==> src/rtl/irrigation_pkg.sv <==
// Shared definitions for the irrigation valve sequencer: the watering state
// encoding, default timing constants and the valve drive decode helpers.
package irrigation_pkg;

    // Fixed encodings so state values stay stable across revisions and in
    // waveforms viewed by other teams.
    typedef enum logic [2:0] {
        IDLE  = 3'd0,
        OPEN  = 3'd1,
        WATER = 3'd2,
        CLOSE = 3'd3,
        REST  = 3'd4,
        FAULT = 3'd5
    } valve_state_t;

    localparam int DEF_DEBOUNCE_CYCLES = 4;
    localparam int DEF_MAX_ON_CYCLES   = 100;
    localparam int DEF_MIN_OFF_CYCLES  = 20;
    localparam int DEF_CW              = 8;

    // The valve flip-flop is set only from OPEN.
    function automatic logic valve_j_level(input valve_state_t s);
        return (s == OPEN);
    endfunction

    // The valve flip-flop is cleared from CLOSE and held cleared in FAULT.
    // OPEN never overlaps these, so j and k are never high together.
    function automatic logic valve_k_level(input valve_state_t s);
        return (s == CLOSE) || (s == FAULT);
    endfunction

endpackage

==> src/rtl/input_debouncer.sv <==
// Two-flop synchroniser followed by a consecutive-sample debounce filter for
// one asynchronous sensor line.
module input_debouncer #(
    parameter int DEBOUNCE_CYCLES = 4
) (
    input  logic clk,
    input  logic reset,
    input  logic raw,
    output logic filtered
);

    localparam int DW = (DEBOUNCE_CYCLES > 1) ? $clog2(DEBOUNCE_CYCLES) : 1;
    // The filter flips on the edge that sees the last required mismatch.
    localparam logic [DW-1:0] CNT_LAST = DW'(DEBOUNCE_CYCLES - 1);

    logic          sync1_r;
    logic          sync2_r;
    logic          filt_r;
    logic [DW-1:0] cnt_r;
    logic          filt_next_s;
    logic [DW-1:0] cnt_next_s;

    // Bring the raw sensor into the clk domain.
    always_ff @(posedge clk or negedge reset) begin
        if (!reset) begin
            sync1_r <= 1'b0;
            sync2_r <= 1'b0;
        end else begin
            sync1_r <= raw;
            sync2_r <= sync1_r;
        end
    end

    // Count consecutive disagreements; any agreeing cycle restarts the count.
    always_comb begin
        filt_next_s = filt_r;
        cnt_next_s  = {DW{1'b0}};
        if (sync2_r != filt_r) begin
            if (cnt_r >= CNT_LAST) begin
                filt_next_s = sync2_r;
                cnt_next_s  = {DW{1'b0}};
            end else begin
                filt_next_s = filt_r;
                cnt_next_s  = cnt_r + DW'(1);
            end
        end else begin
            filt_next_s = filt_r;
            cnt_next_s  = {DW{1'b0}};
        end
    end

    // Hold the filtered value and the debounce count.
    always_ff @(posedge clk or negedge reset) begin
        if (!reset) begin
            filt_r <= 1'b0;
            cnt_r  <= {DW{1'b0}};
        end else begin
            filt_r <= filt_next_s;
            cnt_r  <= cnt_next_s;
        end
    end

    assign filtered = filt_r;

endmodule

==> src/rtl/irrigation_valve_sequencer.sv <==
// Watering sequencer: filters the soil and tank sensors, runs the
// open/water/close/rest cycle with on-time and rest-time limits, drives the
// valve JK flip-flop and watches its q for a stuck valve.
module irrigation_valve_sequencer
    import irrigation_pkg::*;
#(
    parameter int DEBOUNCE_CYCLES = DEF_DEBOUNCE_CYCLES,
    parameter int MAX_ON_CYCLES   = DEF_MAX_ON_CYCLES,
    parameter int MIN_OFF_CYCLES  = DEF_MIN_OFF_CYCLES,
    parameter int CW              = DEF_CW
) (
    input  logic clk,
    input  logic reset,
    input  logic enable,
    input  logic soil_dry,
    input  logic tank_low,
    input  logic valve_q,
    output logic valve_j,
    output logic valve_k,
    output logic watering,
    output logic alarm,
    output logic timeout_flag
);

    localparam logic [CW-1:0] ON_LAST  = CW'(MAX_ON_CYCLES - 1);
    localparam logic [CW-1:0] OFF_LAST = CW'(MIN_OFF_CYCLES - 1);
    localparam logic [CW-1:0] CNT_SAT  = {CW{1'b1}};

    valve_state_t  state_r;
    valve_state_t  next_state_s;
    logic [CW-1:0] on_cnt_r;
    logic [CW-1:0] off_cnt_r;
    logic          timeout_r;
    logic          valve_j_r;
    logic          valve_k_r;
    logic          watering_r;
    logic          alarm_r;

    logic dry_f_s;
    logic low_f_s;
    logic start_s;
    logic stop_s;
    logic on_last_s;
    logic off_last_s;
    logic timeout_hit_s;
    logic valve_j_next_s;
    logic valve_k_next_s;
    logic watering_next_s;
    logic alarm_next_s;

    input_debouncer #(
        .DEBOUNCE_CYCLES (DEBOUNCE_CYCLES)
    ) u_dry_debounce (
        .clk      (clk),
        .reset    (reset),
        .raw      (soil_dry),
        .filtered (dry_f_s)
    );

    input_debouncer #(
        .DEBOUNCE_CYCLES (DEBOUNCE_CYCLES)
    ) u_low_debounce (
        .clk      (clk),
        .reset    (reset),
        .raw      (tank_low),
        .filtered (low_f_s)
    );

    assign start_s    = enable & dry_f_s & ~low_f_s;
    assign stop_s     = ~enable | low_f_s | ~dry_f_s;
    assign on_last_s  = (on_cnt_r == ON_LAST);
    assign off_last_s = (off_cnt_r == OFF_LAST);
    // The time limit only counts as the exit reason when nothing else fired.
    assign timeout_hit_s = (state_r == WATER) & valve_q & ~stop_s & on_last_s;

    // State register.
    always_ff @(posedge clk or negedge reset) begin
        if (!reset) begin
            state_r <= IDLE;
        end else begin
            state_r <= next_state_s;
        end
    end

    // Next-state logic; in WATER a stuck valve beats the sensor/enable exit,
    // which beats the time limit.
    always_comb begin
        next_state_s = state_r;
        case (state_r)
            IDLE: begin
                if (start_s) begin
                    next_state_s = OPEN;
                end else begin
                    next_state_s = IDLE;
                end
            end
            OPEN: begin
                next_state_s = WATER;
            end
            WATER: begin
                if (!valve_q) begin
                    next_state_s = FAULT;
                end else if (stop_s) begin
                    next_state_s = CLOSE;
                end else if (on_last_s) begin
                    next_state_s = CLOSE;
                end else begin
                    next_state_s = WATER;
                end
            end
            CLOSE: begin
                next_state_s = REST;
            end
            REST: begin
                if (valve_q) begin
                    next_state_s = FAULT;
                end else if (off_last_s) begin
                    next_state_s = IDLE;
                end else begin
                    next_state_s = REST;
                end
            end
            FAULT: begin
                if (!enable) begin
                    next_state_s = IDLE;
                end else begin
                    next_state_s = FAULT;
                end
            end
            default: begin
                next_state_s = IDLE;
            end
        endcase
    end

    // Output decode from the state being entered, so the registered outputs
    // line up exactly with the state register.
    always_comb begin
        valve_j_next_s  = valve_j_level(next_state_s);
        valve_k_next_s  = valve_k_level(next_state_s);
        watering_next_s = (next_state_s == WATER);
        alarm_next_s    = (next_state_s == FAULT);
    end

    // Output registers.
    always_ff @(posedge clk or negedge reset) begin
        if (!reset) begin
            valve_j_r  <= 1'b0;
            valve_k_r  <= 1'b0;
            watering_r <= 1'b0;
            alarm_r    <= 1'b0;
        end else begin
            valve_j_r  <= valve_j_next_s;
            valve_k_r  <= valve_k_next_s;
            watering_r <= watering_next_s;
            alarm_r    <= alarm_next_s;
        end
    end

    // Watering time counter: cleared in OPEN, saturating count in WATER.
    always_ff @(posedge clk or negedge reset) begin
        if (!reset) begin
            on_cnt_r <= {CW{1'b0}};
        end else if (state_r == OPEN) begin
            on_cnt_r <= {CW{1'b0}};
        end else if ((state_r == WATER) && (on_cnt_r != CNT_SAT)) begin
            on_cnt_r <= on_cnt_r + CW'(1);
        end else begin
            on_cnt_r <= on_cnt_r;
        end
    end

    // Rest time counter: cleared in CLOSE, saturating count in REST.
    always_ff @(posedge clk or negedge reset) begin
        if (!reset) begin
            off_cnt_r <= {CW{1'b0}};
        end else if (state_r == CLOSE) begin
            off_cnt_r <= {CW{1'b0}};
        end else if ((state_r == REST) && (off_cnt_r != CNT_SAT)) begin
            off_cnt_r <= off_cnt_r + CW'(1);
        end else begin
            off_cnt_r <= off_cnt_r;
        end
    end

    // Sticky timeout indication, cleared when the next cycle opens the valve.
    always_ff @(posedge clk or negedge reset) begin
        if (!reset) begin
            timeout_r <= 1'b0;
        end else if (state_r == OPEN) begin
            timeout_r <= 1'b0;
        end else if (timeout_hit_s) begin
            timeout_r <= 1'b1;
        end else begin
            timeout_r <= timeout_r;
        end
    end

    assign valve_j      = valve_j_r;
    assign valve_k      = valve_k_r;
    assign watering     = watering_r;
    assign alarm        = alarm_r;
    assign timeout_flag = timeout_r;

endmodule

==> config.mk <==
export PLATFORM = sky130hd
export DESIGN_NAME = irrigation_valve_sequencer
export DESIGN_NICKNAME = d
export VERILOG_FILES = /design/src/rtl/irrigation_pkg.sv /design/src/rtl/input_debouncer.sv /design/src/rtl/irrigation_valve_sequencer.sv
export SDC_FILE = /design/constraint.sdc
export NUM_CORES = 1
export LEC_CHECK = 0
export CORE_UTILIZATION = 58
export DETAILED_ROUTE_END_ITERATION = 7
export DONT_BUFFER_PORTS = 1
export PLACE_DENSITY = 0.72
export SLEW_MARGIN = 20
export SYNTH_ARGS = -nofsm -noshare
export SYNTH_HDL_FRONTEND = slang
export SYNTH_SLANG_ARGS = --single-unit
export TNS_END_PERCENT = 10
==> constraint.sdc <==
create_clock -name clk -period 5.2 [get_ports clk]
set_clock_uncertainty 0.1 [all_clocks]
set_input_delay 0.26 -clock clk [delete_from_list [all_inputs] [get_ports clk]]
set_output_delay 0.26 -clock clk [all_outputs]
set_load 0.02 [all_outputs]
; ---- Word-level counts from Yosys, hierarchy flattened
; Index checks and enable logic that the tools add are counted.
[totals]
reg_bits = 34
latchBits = 0
mem_bits_rw = 0
mem_bits_ro = 0
input_bits = 6
output_inout_bits = 5
wordCells = 75
n_memories = 0
[op_classes]
add_sub_neg = 4
multipliers = 0
div_mod_pow = 0
order_cmp = 2
n_eq_ne = 15
n_shift = 0
muxes = 18
n_bitwise = 11
reduce_logical = 9
[op_table]
columns = cell, n
row1 = 8-bit two-way mux, 4
row2 = 3-bit one-hot mux with 6 select lines, 1
row3 = "8-bit by 1-bit adder with 8-bit output, second input constant", 2
row4 = "8-bit inequality test, second input constant", 2
row5 = "3-bit by 2-bit equality test with 1-bit output, second input constant", 4
row6 = 3-bit two-way mux, 4
row7 = "3-bit equality test, second input constant", 3
row8 = "8-bit by 5-bit equality test with 1-bit output, second input constant", 1
row9 = "8-bit by 7-bit equality test with 1-bit output, second input constant", 1
row10 = 2-bit two-way mux, 4
row11 = "3-bit by 1-bit equality test with 1-bit output, second input constant", 2
row12 = 2-bit nonzero test, 3
row13 = 1-bit AND, 5
row14 = 1-bit two-way mux, 5
row15 = "2-bit by 1-bit adder with 2-bit output, second input constant", 2
row16 = "2-bit >= comparator, second input constant", 2
row17 = 1-bit inverter, 4
row18 = 2-bit AND reduction, 2
row19 = 3-bit zero test, 1
row20 = 1-bit logical AND, 2
row21 = 1-bit inequality test, 2
row22 = 1-bit OR, 2
row23 = 1-bit logical OR, 1

; ---- Depth between registers and ports, before layout
[logic_depth]
ltp_word = 8
depth_mapped = 5
ltp_nobuf = 5

; ---- Modules after synthesis
; A second synthesis with hierarchy kept.
[unflattened]
hier_cells = 151
hier_area_um2 = 1616.6
[by_module_without_submodules]
columns = mod, n_inst, cells_per_inst, area_per_inst_um2, seq_area_each_um2
row1 = irrigation_valve_sequencer, 1, 131, 1268.7, 600.6
row2 = input_debouncer, 2, 10, 173.9, 125.1

; ---- Worst setup path before layout
; OpenSTA, ideal clock, no wires.
[synth_path]
kind = register to register
start = register state_r[0]
end = register on_cnt_r[3]
setup_time_ps = 77
t_arrival_ps = 1546
required_time_ps = 5023
setup_slack_ps = 3477
stages_incl_launch_ff = 6
n_path_buf = 1
synth_period_minus_slack_ps = 1723
cell_sequence = dfrtp_1 -> or3b_1 -> buf_2 -> a31o_4 -> or3_1 -> a21oi_1
[synth_via]
elab_chain_cells = 3
elab_cells_between_ends = 5
cone_classes = eq/ne: 2 / mux: 1 / reduce/logical: 2
[synth_lines]
columns = element, line_no
row1 = start: declaration, irrigation_valve_sequencer.sv:29  ; valve_state_t state_r;
row2 = start signal: assignment, irrigation_valve_sequencer.sv:81  ; state_r <= next_state_s;
row3 = 3-bit by 2-bit equality test with 1-bit output, irrigation_valve_sequencer.sv:166  ; end else if ((state_r == WATER) && (on_cnt_r != CNT_SAT)) begin
row4 = 1-bit logical AND, irrigation_valve_sequencer.sv:166
row5 = 2-bit nonzero test (no line), --
row6 = end signal: assignment, irrigation_valve_sequencer.sv:165  ; on_cnt_r <= {CW{1'b0}};
row7 = end signal: assignment, irrigation_valve_sequencer.sv:167  ; on_cnt_r <= on_cnt_r + CW'(1);
row8 = end signal: assignment, irrigation_valve_sequencer.sv:169  ; on_cnt_r <= on_cnt_r;
row9 = end: declaration, irrigation_valve_sequencer.sv:31  ; logic [CW-1:0] on_cnt_r;
; Several ways; a longest one is shown, not always the timed one.
; A chain may end at the register's enable or synchronous reset.

; ---- Worst setup path after layout
[layout_path]
start = register state_r[2]
end = register off_cnt_r[5]
[layout_via]
elab_chain_cells = 3
elab_cells_between_ends = 5
cone_classes = eq/ne: 2 / mux: 1 / reduce/logical: 2
[layout_lines]
columns = element, line_no
row1 = 3-bit equality test, irrigation_valve_sequencer.sv:179  ; end else if ((state_r == REST) && (off_cnt_r != CNT_SAT)) begin
row2 = 1-bit logical AND, irrigation_valve_sequencer.sv:179
row3 = 2-bit nonzero test (no line), --
row4 = end signal: assignment, irrigation_valve_sequencer.sv:178  ; off_cnt_r <= {CW{1'b0}};
row5 = end signal: assignment, irrigation_valve_sequencer.sv:180  ; off_cnt_r <= off_cnt_r + CW'(1);
row6 = end signal: assignment, irrigation_valve_sequencer.sv:182  ; off_cnt_r <= off_cnt_r;
row7 = end: declaration, irrigation_valve_sequencer.sv:32  ; logic [CW-1:0] off_cnt_r;
; Several ways; a longest one is shown, not always the timed one.

==> results.yml <==
status:
  status: "completed"
clock_tree:
  root_buffer: "clkbuf_4"
  cts_hold_buf: 6
  cts_resized: 0
  cts_max_level: 2
  cts_buffers: 5
  path_clk_slew_ns: 0.11
  clock_sinks: 34
  postCtsSetupBuffers: 0
  cts_buffer_depth: 2
  cts_tree: "built"
  worstSkewPairLatency_ns: 0.35
routing:
  drt_iter0_drc: 28
  vias: 1108
  postRouteWirelength_um: 2920
  final_antenna_net_count: 0
  drt-wirelength-per-cell_um: 15.7
  via_per_inst: 5.96
  drc: 0
  drt_first_pass_iters: 4
critical_path:
  critPathKind: "flop to flop"
  crit_arrival_ns: 2.06
  end_kind: "flop"
  r2r-start: "state_r[2]"
  r2r_slack_ns: 3.32
  cp.required_ns: 5.38
  cp_max_fo: 8
  crit_path_start_kind: "flop"
  worstSetupStartpoint: "state_r[2]"
sta:
  fin_setup_tns_ns: 0
  hold_viol_final: 0
  worstMarginPinSlew_ns: 0.632
  rsz0062_at_grt: "false"
  final-setup-viol-count: 0
  slew_viol_final: 0
  slew_headroom_pct: 57.6
  hold_ws_ns: 0.0977
  fin_crit_ns: 1.88
  fin_crit_sh_pct: 36.1
  timing.fmax_mhz: 533
global_routing:
  track_usage_pct: 24.5
  grt_pass1_vias: 1143
  gr-total-overflow: 0
  top_usage_layer: "met2"
  antenna_found_initial: 0
  use_met2_pct: 41.7
  grt_max_degree: 35
  grt_util_met1_pct: 27.0
  grt_pass1_wl_um: 4910
  grt_util_met3_pct: 9.72
synth:
  syn_nets: 153
  synth_edf_count: 0
  synth_area_leader_cell: "dfrtp_1"
  synthCells: 143
  syn_area_per_cell_sq_um: 11.1
  synth_area_sq_mm: 0.00158
  yosys.area_share.simple_pct: 25.5
  seq_area_frac_synth_pct: 53.7
  synth-main-ff-cell: "dfrtp_1"
  synth.top_cell.area_share_pct: 53.7
  synth_fa_ha_area_share_pct: 3.16
  muxShareOfSynthArea_pct: 3.95
  async_reset_ff_share_pct: 100
  synth_most_common_cell: "dfrtp_1"
  synth-compound-area-share_pct: 9.32
  synth_cell_type_count: 43
  yosys_warnings: 0
  synth_top_family_by_area: "simple AND/OR/NAND/NOR gates"
  ys_ff_latch: 34
  synth_common_cells: "34 x dfrtp_1, 10 x nand2_1, 9 x nor2_1, 7 x a21oi_1"
  synth_area_leaders: "dfrtp_1 54%, ha_1 3.2%, mux2i_1 2.5%"
  synth_xor_area_share_pct: 3.32
die:
  coreArea_sq_mm: 0.00252
  die_y_um: 54.3
  die-area_sq_mm: 0.00294
  boundaryPins: 11
  row_count: 18
  initial_utilization_pct: 62.8
  die_w_um: 54.3
placement:
  place_inst: 172
  placement.io_buffers: 0
  hpwl_um: 1930
  gp_congestion: 0.845
cells_and_area:
  finalNonFillerCells: 186
  ff_latch_area_sq_um: 851
  multiInputGateArea_sq_um: 717
  fill_cells: 187
  antenna_cells: 0
  drive_gt1_share_pct: 9.62
  area_growth_pct: 11.7
  finalNetCount: 165
power_and_ir_drop:
  peakVddDrop_mv: 0.378
  leakage_nw: 0.781
  power.density_mw_per_mm2: 444
min_path:
  min_from: "valve_q"
  hold_class: "input port to flop"
job:
  maxCapViolations: 0
[per-layer routing]
layer / wire length (um) / share of wire [%]
met5: 0 / 0
met4: 62 / 2.1
met3: 122 / 4.2
met2: 1470 / 50
met1: 1270 / 43
[stage by stage]
step	utilization, %	setup WS, ns	area [sq um]	power (W)
global route	70.1	3.17	1770	0.000841
CTS	70.1	3.33	1770	0.000789
finish	70.1	3.32	1770	0.000786
detailed placement	64.1	3.37	1620	0.000584
global placement	64.1	3.43	1620	0.000570
floorplan	-	3.48	1580	0.000537
[report_power, final]
group | leakage, nW | internal, W | switching [W]
Combinational | 0.299 | 0.0000938 | 0.0000954
Sequential | 0.445 | 0.000326 | 0.0000753
Clock | 0.0374 | 0.000101 | 0.0000943
Total | 0.781 | 0.000521 | 0.000265
[final timing paths]
kind                                          endpoint  cells past startpoint
worst max-delay path                      off_cnt_r[5]                      4
worst min-delay path                        state_r[2]                      2
worst max register to register            off_cnt_r[5]                      4
worst min register to register  u_low_debounce.sync2_r                      0
max in group asynchronous       u_dry_debounce.sync1_r                      2
min in group asynchronous                 off_cnt_r[5]                      2
[critical path, cell delays in order (launching register included)]
cell,delay [ns]
dfrtp_1,0.50
nor3b_2,0.36
nand4_1,0.24
or4_1,0.46
a21oi_1,0.15
[final cells by class]
cell class | instances | area share, %
sequential | 34 | 48.1
multi-input combinational | 105 | 40.5
timing repair buffer | 6 | 3.96
clock inverter | 3 | 2.55
clock buffer | 5 | 2.12
tap | 30 | 2.12
inverter | 3 | 0.636
[state kept, by name, summed over array words and instances, names as in the netlist, 2 cells and up]
name and count:
off_cnt_r 8, on_cnt_r 8, state_r 3, u_dry_debounce.cnt_r 2, u_low_debounce.cnt_r 2
[cell families (layout without fill, tap and decap cells)]
logic type | Yosys count | count (layout)
AO/OA/AOI/OAI | 21 | 21
XOR/XNOR | 6 | 6
adder cells (fa/ha/maj) | 4 | 4
buffers and inverters | 4 | 17
flip-flops | 34 | 34
multiplexers | 6 | 6
AND/OR/NAND/NOR | 68 | 68
[layout by cell type (no fill, tap or decap), types with 2 or more instances in the layout]
cell	n
nand2b_1	3
mux2_2	2
xor2_1	2
xnor2_1	4
nor4b_1	2
nor2_1	9
o21ai_0	3
and3_1	3
clkbuf_4	5
dfrtp_1	34
nand4_1	2
and2_1	2
nand2_1	10
inv_1	3
nor3_1	5
and4_1	3
clkinvlp_4	2
ha_1	4
nand3b_1	3
mux2i_1	4
nor2b_1	5
nand3_1	5
a21oi_1	7
or4_1	3
nor4_1	3
or3_1	3
dlygate4sd3_1	5
Power figures use the tool's default switching activity.
